--- src/rtl/tdm_demux_1x4_pkg.sv ---
// Shared types and constants for the 1:4 TDM demultiplexer.
package tdm_demux_pkg;

  typedef enum logic {
    HUNT = 1'b0,
    LOCK = 1'b1
  } state_e;

  localparam int unsigned NSLOT = 4;

  typedef logic [1:0] slot_t;

endpackage

--- src/rtl/tdm_demux_1x4_if.sv ---
// Lane/channel bundle for tdm_demux_1x4. Parity signals exist only when
// TDM_DEMUX_PARITY_EN is defined.
interface tdm_demux_1x4_if #(
  parameter int unsigned W = 1
);
  import tdm_demux_pkg::*;

  logic [W-1:0] din;
  logic         din_valid;
  logic         sync;
  logic [W-1:0] y0;
  logic [W-1:0] y1;
  logic [W-1:0] y2;
  logic [W-1:0] y3;
  logic         frame_vld;
  slot_t        sel;
  logic         locked;
  logic         sync_err;
`ifdef TDM_DEMUX_PARITY_EN
  logic         din_par;
  logic         par_err;
`endif

  // Demux side
  modport slave (
    input  din, din_valid, sync,
`ifdef TDM_DEMUX_PARITY_EN
    input  din_par,
    output par_err,
`endif
    output y0, y1, y2, y3, frame_vld, sel, locked, sync_err
  );

  // Lane driver / observer side
  modport master (
    output din, din_valid, sync,
`ifdef TDM_DEMUX_PARITY_EN
    output din_par,
    input  par_err,
`endif
    input  y0, y1, y2, y3, frame_vld, sel, locked, sync_err
  );

endinterface

--- src/rtl/tdm_demux_1x4_slot_fsm.sv ---
// Framing FSM: HUNT/LOCK state, slot counter, sync_err pulse. Emits the
// shadow write enables and the frame-commit strobe for the datapath.
module tdm_slot_fsm
  import tdm_demux_pkg::*;
(
  input  logic       clk,
  input  logic       rst_n,
  input  logic       valid_i,
  input  logic       sync_i,
  output slot_t      sel_o,
  output logic       locked_o,
  output logic       sync_err_o,
  output logic [2:0] sh_we_o,
  output logic       commit_o
);

  state_e state_q, state_d;
  slot_t  sel_q, sel_d;
  logic   err_q, err_d;

  // State, slot counter and error pulse registers
  always_ff @(posedge clk or negedge rst_n) begin
    if (!rst_n) begin
      state_q <= HUNT;
      sel_q   <= '0;
      err_q   <= 1'b0;
    end else begin
      state_q <= state_d;
      sel_q   <= sel_d;
      err_q   <= err_d;
    end
  end

  // Next-state, slot advance, shadow write enables and commit strobe
  always_comb begin
    state_d  = state_q;
    sel_d    = sel_q;
    err_d    = 1'b0;
    sh_we_o  = '0;
    commit_o = 1'b0;
    if (valid_i) begin
      unique case (state_q)
        HUNT: begin
          if (sync_i) begin
            sh_we_o[0] = 1'b1;
            sel_d      = 2'd1;
            state_d    = LOCK;
          end
        end
        LOCK: begin
          if (sync_i && (sel_q != 2'd0)) begin
            // Early sync restarts the frame with this word as slot 0
            err_d      = 1'b1;
            sh_we_o[0] = 1'b1;
            sel_d      = 2'd1;
          end else if (!sync_i && (sel_q == 2'd0)) begin
            err_d   = 1'b1;
            sel_d   = 2'd0;
            state_d = HUNT;
          end else begin
            unique case (sel_q)
              2'd0: sh_we_o[0] = 1'b1;
              2'd1: sh_we_o[1] = 1'b1;
              2'd2: sh_we_o[2] = 1'b1;
              2'd3: commit_o   = 1'b1;
            endcase
            sel_d = sel_q + 2'd1;
          end
        end
        default: state_d = HUNT;
      endcase
    end
  end

  assign sel_o      = sel_q;
  assign locked_o   = (state_q == LOCK);
  assign sync_err_o = err_q;

endmodule

--- src/rtl/tdm_demux_1x4.sv ---
// 1:4 TDM demultiplexer: assembles four slot words into a coherent frame.
// Optional even-parity checking via TDM_DEMUX_PARITY_EN.
module tdm_demux_1x4
  import tdm_demux_pkg::*;
#(
  parameter int unsigned W = 1
) (
  input  logic             clk,
  input  logic             rst_n,
  tdm_demux_1x4_if.slave   bus
);

  logic [2:0]   sh_we;
  logic         commit;
  logic         frame_ok;
  logic [W-1:0] sh_q [3];
  logic [W-1:0] y_q  [NSLOT];
  logic         fv_q;

  tdm_slot_fsm u_fsm (
    .clk        (clk),
    .rst_n      (rst_n),
    .valid_i    (bus.din_valid),
    .sync_i     (bus.sync),
    .sel_o      (bus.sel),
    .locked_o   (bus.locked),
    .sync_err_o (bus.sync_err),
    .sh_we_o    (sh_we),
    .commit_o   (commit)
  );

`ifdef TDM_DEMUX_PARITY_EN
  logic perr;
  logic bad_q, bad_d;
  logic perr_q;

  assign perr = bus.din_valid & (^{bus.din, bus.din_par});

  // Bad-frame flag restarts at each slot 0 and accumulates through slot 2
  always_comb begin
    bad_d = bad_q;
    if (sh_we[0])
      bad_d = perr;
    else if (|sh_we[2:1])
      bad_d = bad_q | perr;
  end

  // Parity flag and error pulse registers
  always_ff @(posedge clk or negedge rst_n) begin
    if (!rst_n) begin
      bad_q  <= 1'b0;
      perr_q <= 1'b0;
    end else begin
      bad_q  <= bad_d;
      perr_q <= perr;
    end
  end

  assign frame_ok    = commit & ~(bad_q | perr);
  assign bus.par_err = perr_q;
`else
  assign frame_ok = commit;
`endif

  // Shadow slots, output frame and frame_vld pulse
  always_ff @(posedge clk or negedge rst_n) begin
    if (!rst_n) begin
      for (int unsigned i = 0; i < 3; i++) sh_q[i] <= '0;
      for (int unsigned i = 0; i < NSLOT; i++) y_q[i] <= '0;
      fv_q <= 1'b0;
    end else begin
      for (int unsigned i = 0; i < 3; i++)
        if (sh_we[i]) sh_q[i] <= bus.din;
      if (frame_ok) begin
        y_q[0] <= sh_q[0];
        y_q[1] <= sh_q[1];
        y_q[2] <= sh_q[2];
        y_q[3] <= bus.din;
      end
      fv_q <= frame_ok;
    end
  end

  assign bus.y0        = y_q[0];
  assign bus.y1        = y_q[1];
  assign bus.y2        = y_q[2];
  assign bus.y3        = y_q[3];
  assign bus.frame_vld = fv_q;

endmodule

--- src/flat_wrapper.sv ---
// flat-port wrapper written by rule: the top's interface ports become plain ports
module tdm_demux_1x4_flat import tdm_demux_pkg::*;
#(
  parameter int unsigned W = 1
)
  (clk, rst_n, bus_din, bus_din_valid, bus_sync, bus_y0, bus_y1, bus_y2, bus_y3, bus_frame_vld, bus_sel, bus_locked, bus_sync_err);
  tdm_demux_1x4_if #(.W(W)) bus_i ();
  input  logic clk;
  input  logic rst_n;
  input wire logic [$bits(bus_i.din)-1:0] bus_din;
  input wire logic [$bits(bus_i.din_valid)-1:0] bus_din_valid;
  input wire logic [$bits(bus_i.sync)-1:0] bus_sync;
  output wire logic [$bits(bus_i.y0)-1:0] bus_y0;
  output wire logic [$bits(bus_i.y1)-1:0] bus_y1;
  output wire logic [$bits(bus_i.y2)-1:0] bus_y2;
  output wire logic [$bits(bus_i.y3)-1:0] bus_y3;
  output wire logic [$bits(bus_i.frame_vld)-1:0] bus_frame_vld;
  output wire logic [$bits(bus_i.sel)-1:0] bus_sel;
  output wire logic [$bits(bus_i.locked)-1:0] bus_locked;
  output wire logic [$bits(bus_i.sync_err)-1:0] bus_sync_err;
  assign bus_i.din = bus_din;
  assign bus_i.din_valid = bus_din_valid;
  assign bus_i.sync = bus_sync;
  assign bus_y0 = bus_i.y0;
  assign bus_y1 = bus_i.y1;
  assign bus_y2 = bus_i.y2;
  assign bus_y3 = bus_i.y3;
  assign bus_frame_vld = bus_i.frame_vld;
  assign bus_sel = bus_i.sel;
  assign bus_locked = bus_i.locked;
  assign bus_sync_err = bus_i.sync_err;
  tdm_demux_1x4 #(.W(W)) u_core (.clk(clk), .rst_n(rst_n), .bus(bus_i));
endmodule
--- config.mk ---
export PLATFORM = sky130hd
export DESIGN_NAME = tdm_demux_1x4_flat
export DESIGN_NICKNAME = d
export VERILOG_FILES = /design/src/rtl/tdm_demux_1x4_pkg.sv /design/src/rtl/tdm_demux_1x4_if.sv /design/src/rtl/tdm_demux_1x4_slot_fsm.sv /design/src/rtl/tdm_demux_1x4.sv /design/src/flat_wrapper.sv
export SDC_FILE = /design/constraint.sdc
export NUM_CORES = 1
export LEC_CHECK = 0
export ABC_CLOCK_PERIOD_IN_PS = 1500
export CAP_MARGIN = 20
export CORE_UTILIZATION = 35
export DETAILED_ROUTE_END_ITERATION = 10
export SLEW_MARGIN = 15
export SYNTH_ARGS = -nofsm -noshare
export SYNTH_HDL_FRONTEND = slang
export SYNTH_SLANG_ARGS = --single-unit
--- constraint.sdc ---
create_clock -name clk -period 1.5 [get_ports clk]
set_clock_uncertainty 0.15 [all_clocks]
set_input_delay 0.225 -clock clk [delete_from_list [all_inputs] [get_ports clk]]
set_output_delay 0.225 -clock clk [all_outputs]
set_load 0.02 [all_outputs]
==> out/summary.txt <==
Worst Max-Slew Pin Slew -> 0.3036 ns
DIE AREA -> 1867 um^2
RSZ-0062 raised after global routing -> true
violated checks -> setup timing
Layout fillers -> 147
Slowest-stage cell, CP -> dfrtp_2
share of the yosys chip area belonging to registers -> 0.5053
Max Fclk -> 627.1 MHz
remaining antenna violation count -> 0
critical path required time -> 1.51 ns
Cells after Synth -> 45
Die Span Y -> 43.21 um
# rows -> 14
Tmin final -> 1.595 ns
worst rel slew slack -> 0.7970
final period utilization -> 1.063
Largest register FFs -> 3
crit start category -> flop
FF+latch count, synth -> 12
Max Cap Violations -> 0
router iterations before antenna repair -> 4
largest net degree at the start of global routing -> 13
layout cells sized above 1 -> 0.4865
Ports -> 14
Area Overhead vs Synth -> 52.00%
CP Cell Sequence -> inv_2 > ha_4 > inv_2 > ha_4 > nand4b_4 > mux2_4
Chip Width -> 43.21 um
CTS Buf Count -> 3
post-synthesis cell type count -> 14
Arr. time, crit path -> 1.60 ns
Remaining DRCs -> 0
starting density of the core -> 0.3856
Reg-to-Reg Start -> u_core.u_fsm.sel_o[0]$_DFFE_PN0P_
syn nets -> 57
synthesized area -> 594.3 um^2
grt ovf -> 0
CP max FO -> 5
wirelength, routed -> 1109 um
Port Buffers -> 13
hpwl dp -> 795.3 um
Largest Register -> u_core.sh_q
clk sink count -> 12
max-slew violation count -> 0
Setup CP Type -> flop to flop
Core Area -> 1541 um^2
Clock Pin Slew Worst Setup and Hold Paths -> 0.07 ns
global-route wire length before repair -> 1863 um
antenna violations before repair -> 0
H-tree levels -> 1
CTS tree -> yes
power density cells -> 1809 nW/um^2
final net count -> 87
clock network latency to the later pin of the worst-skew pair -> 0.27 ns
status -> finished with violations
vias in the first global route -> 405
Worst Setup End Kind -> flop
Global Route Usage Sum -> 0.1424
syn avg cell area -> 13.21 um^2
Setup WS post-layout -> -0.09470 ns
class of the worst hold path -> primary input to asynchronous set/reset pin
Yosys warnings -> 0
Final setup viols -> 6
Fin. Hold Viols -> 0
WL/cell -> 12.32 um
root buffer cell -> clkbuf_4
Total Power -> 0.001634 W
GPL Wtd Cong -> 0.7135
CP peak stage delay -> 0.41 ns
Leak -> 0.4616 nW
DRT iter0 DRCs -> 4
Setup WS pre-CTS -> -0.2160 ns
Vias -> 435
VDD IR max -> 0.8324 mV
vias per inst -> 4.833
Longest Clk Path Bufs -> 2
Critical path origin -> u_core.u_fsm.sel_o[0]$_DFFE_PN0P_
ANT cells -> 0
-- cell usage after synthesis (all sizes together) --
| cell type | count | share of area |
|---|---|---|
| dfrtp | 12 | 0.51 |
| ha | 7 | 0.15 |
| inv | 7 | 0.044 |
| mux2 | 7 | 0.13 |
| nand4b | 3 | 0.069 |
| nand2 | 2 | 0.013 |
| a21oi | 1 | 0.0084 |
| and3 | 1 | 0.013 |
| mux2i | 1 | 0.017 |
| nor2 | 1 | 0.0063 |
| o21a | 1 | 0.013 |
| o32a | 1 | 0.017 |
| o32ai | 1 | 0.015 |
-- area by class of cell --
| type | instances | area, um^2 | area share |
|---|---|---|---|
| Clock buffer | 4 | 36.28 | 0.04017 |
| Timing Repair Buffer | 25 | 201.4 | 0.2230 |
| Tap cell | 16 | 20.02 | 0.02216 |
| Inverter | 7 | 26.28 | 0.02909 |
| Sequential cell | 12 | 302.8 | 0.3352 |
| Multi-Input combinational cell | 26 | 316.6 | 0.3504 |
-- critical path: cells and delay by family, from the launching register on --
family | cells | cell delay (ns)
adder cells (fa/ha/maj) | 2 | 0.28
buffers and inverters | 2 | 0.11
flip-flops | 1 | 0.41
multiplexers | 1 | 0.32
AND/OR/NAND/NOR | 1 | 0.20
-- cell usage in the layout, fill, tap and decap left out --
cell type / n
ha_1: 4
o32ai_2: 1
mux2_2: 6
clkdlybuf4s50_1: 4
and3_2: 1
clkbuf_2: 1
buf_2: 1
o32a_1: 1
o21a_1: 1
nand4b_1: 2
mux2_4: 1
dlygate4sd2_1: 7
dfrtp_2: 2
clkbuf_8: 1
nand4b_4: 1
nor2_1: 1
dfrtp_1: 10
inv_1: 4
ha_4: 3
inv_2: 3
mux2i_1: 1
a21oi_1: 1
nand2_1: 2
buf_4: 12
clkbuf_4: 3
-- where the power goes --
| group | internal, W | total, W | leakage (nW) | switching, W |
|---|---|---|---|---|
| clock | 0.000147 | 0.000251 | 0.0210 | 0.000104 |
| sequential | 0.000457 | 0.000520 | 0.143 | 0.0000624 |
| combinational | 0.000440 | 0.000863 | 0.297 | 0.000423 |
-- routing by layer --
layer,track usage,part of all wire,wire [um]
met1,0.2011,0.46,511
met5,0,0,0
met2,0.1761,0.47,524
met3,0.08085,0.056,62
met4,0.05455,0.0099,11
-- through the flow --
stage	utilization	TNS [ns]	std cells	hold WS [ns]	cell area, um^2
4_1_cts	0.5804	-0.4560	90	0.09735	894.6
6_report	0.5860	-0.3989	90	0.09732	903.4
5_1_grt	0.5860	-0.7816	90	0.1065	903.4
2_1_floorplan	-	-0.7949	45	-0.2206	625.6
3_5_place_dp	0.5519	-1.441	84	0.3389	850.8
3_3_place_gp	0.5519	-1.445	84	0.3345	850.8
-- final timing paths --
| check | endpoint | slack, ns | depth (start not counted) |
|---|---|---|---|
| min in group clk | u_core.bus.y1$_DFFE_PN0P_ | 0.36 | 1 |
| worst max register to register | u_core.bus.y0$_DFFE_PN0P_ | -0.09 | 6 |
| worst min register to register | u_core.bus.y1$_DFFE_PN0P_ | 0.36 | 1 |
| max in group asynchronous | u_core.u_fsm.sel_o[0]$_DFFE_PN0P_ | 0.94 | 2 |
| worst max-delay path | u_core.bus.y0$_DFFE_PN0P_ | -0.09 | 6 |
| worst min-delay path | u_core.u_fsm.locked_o$_DFFE_PN0P_ | 0.1 | 2 |
-- repair_timing --
item / CTS / global route
pin swaps: 2 / 1
hold buffers: 0 / 0
hold endpoints to repair: 0 / 0
setup endpoints to repair: 16 / 10
gates resized for setup: 12 / 5
setup buffers: 2 / 0
-- logic make-up after synthesis --
logic type,share of synthesized area
compound gates,0.05263
mux,0.1495
fa+ha+maj,0.1474
simple gates,0.1011
buf+inv,0.04422
flops,0.5053
Note: power is estimated with default switching activity, not from simulation.
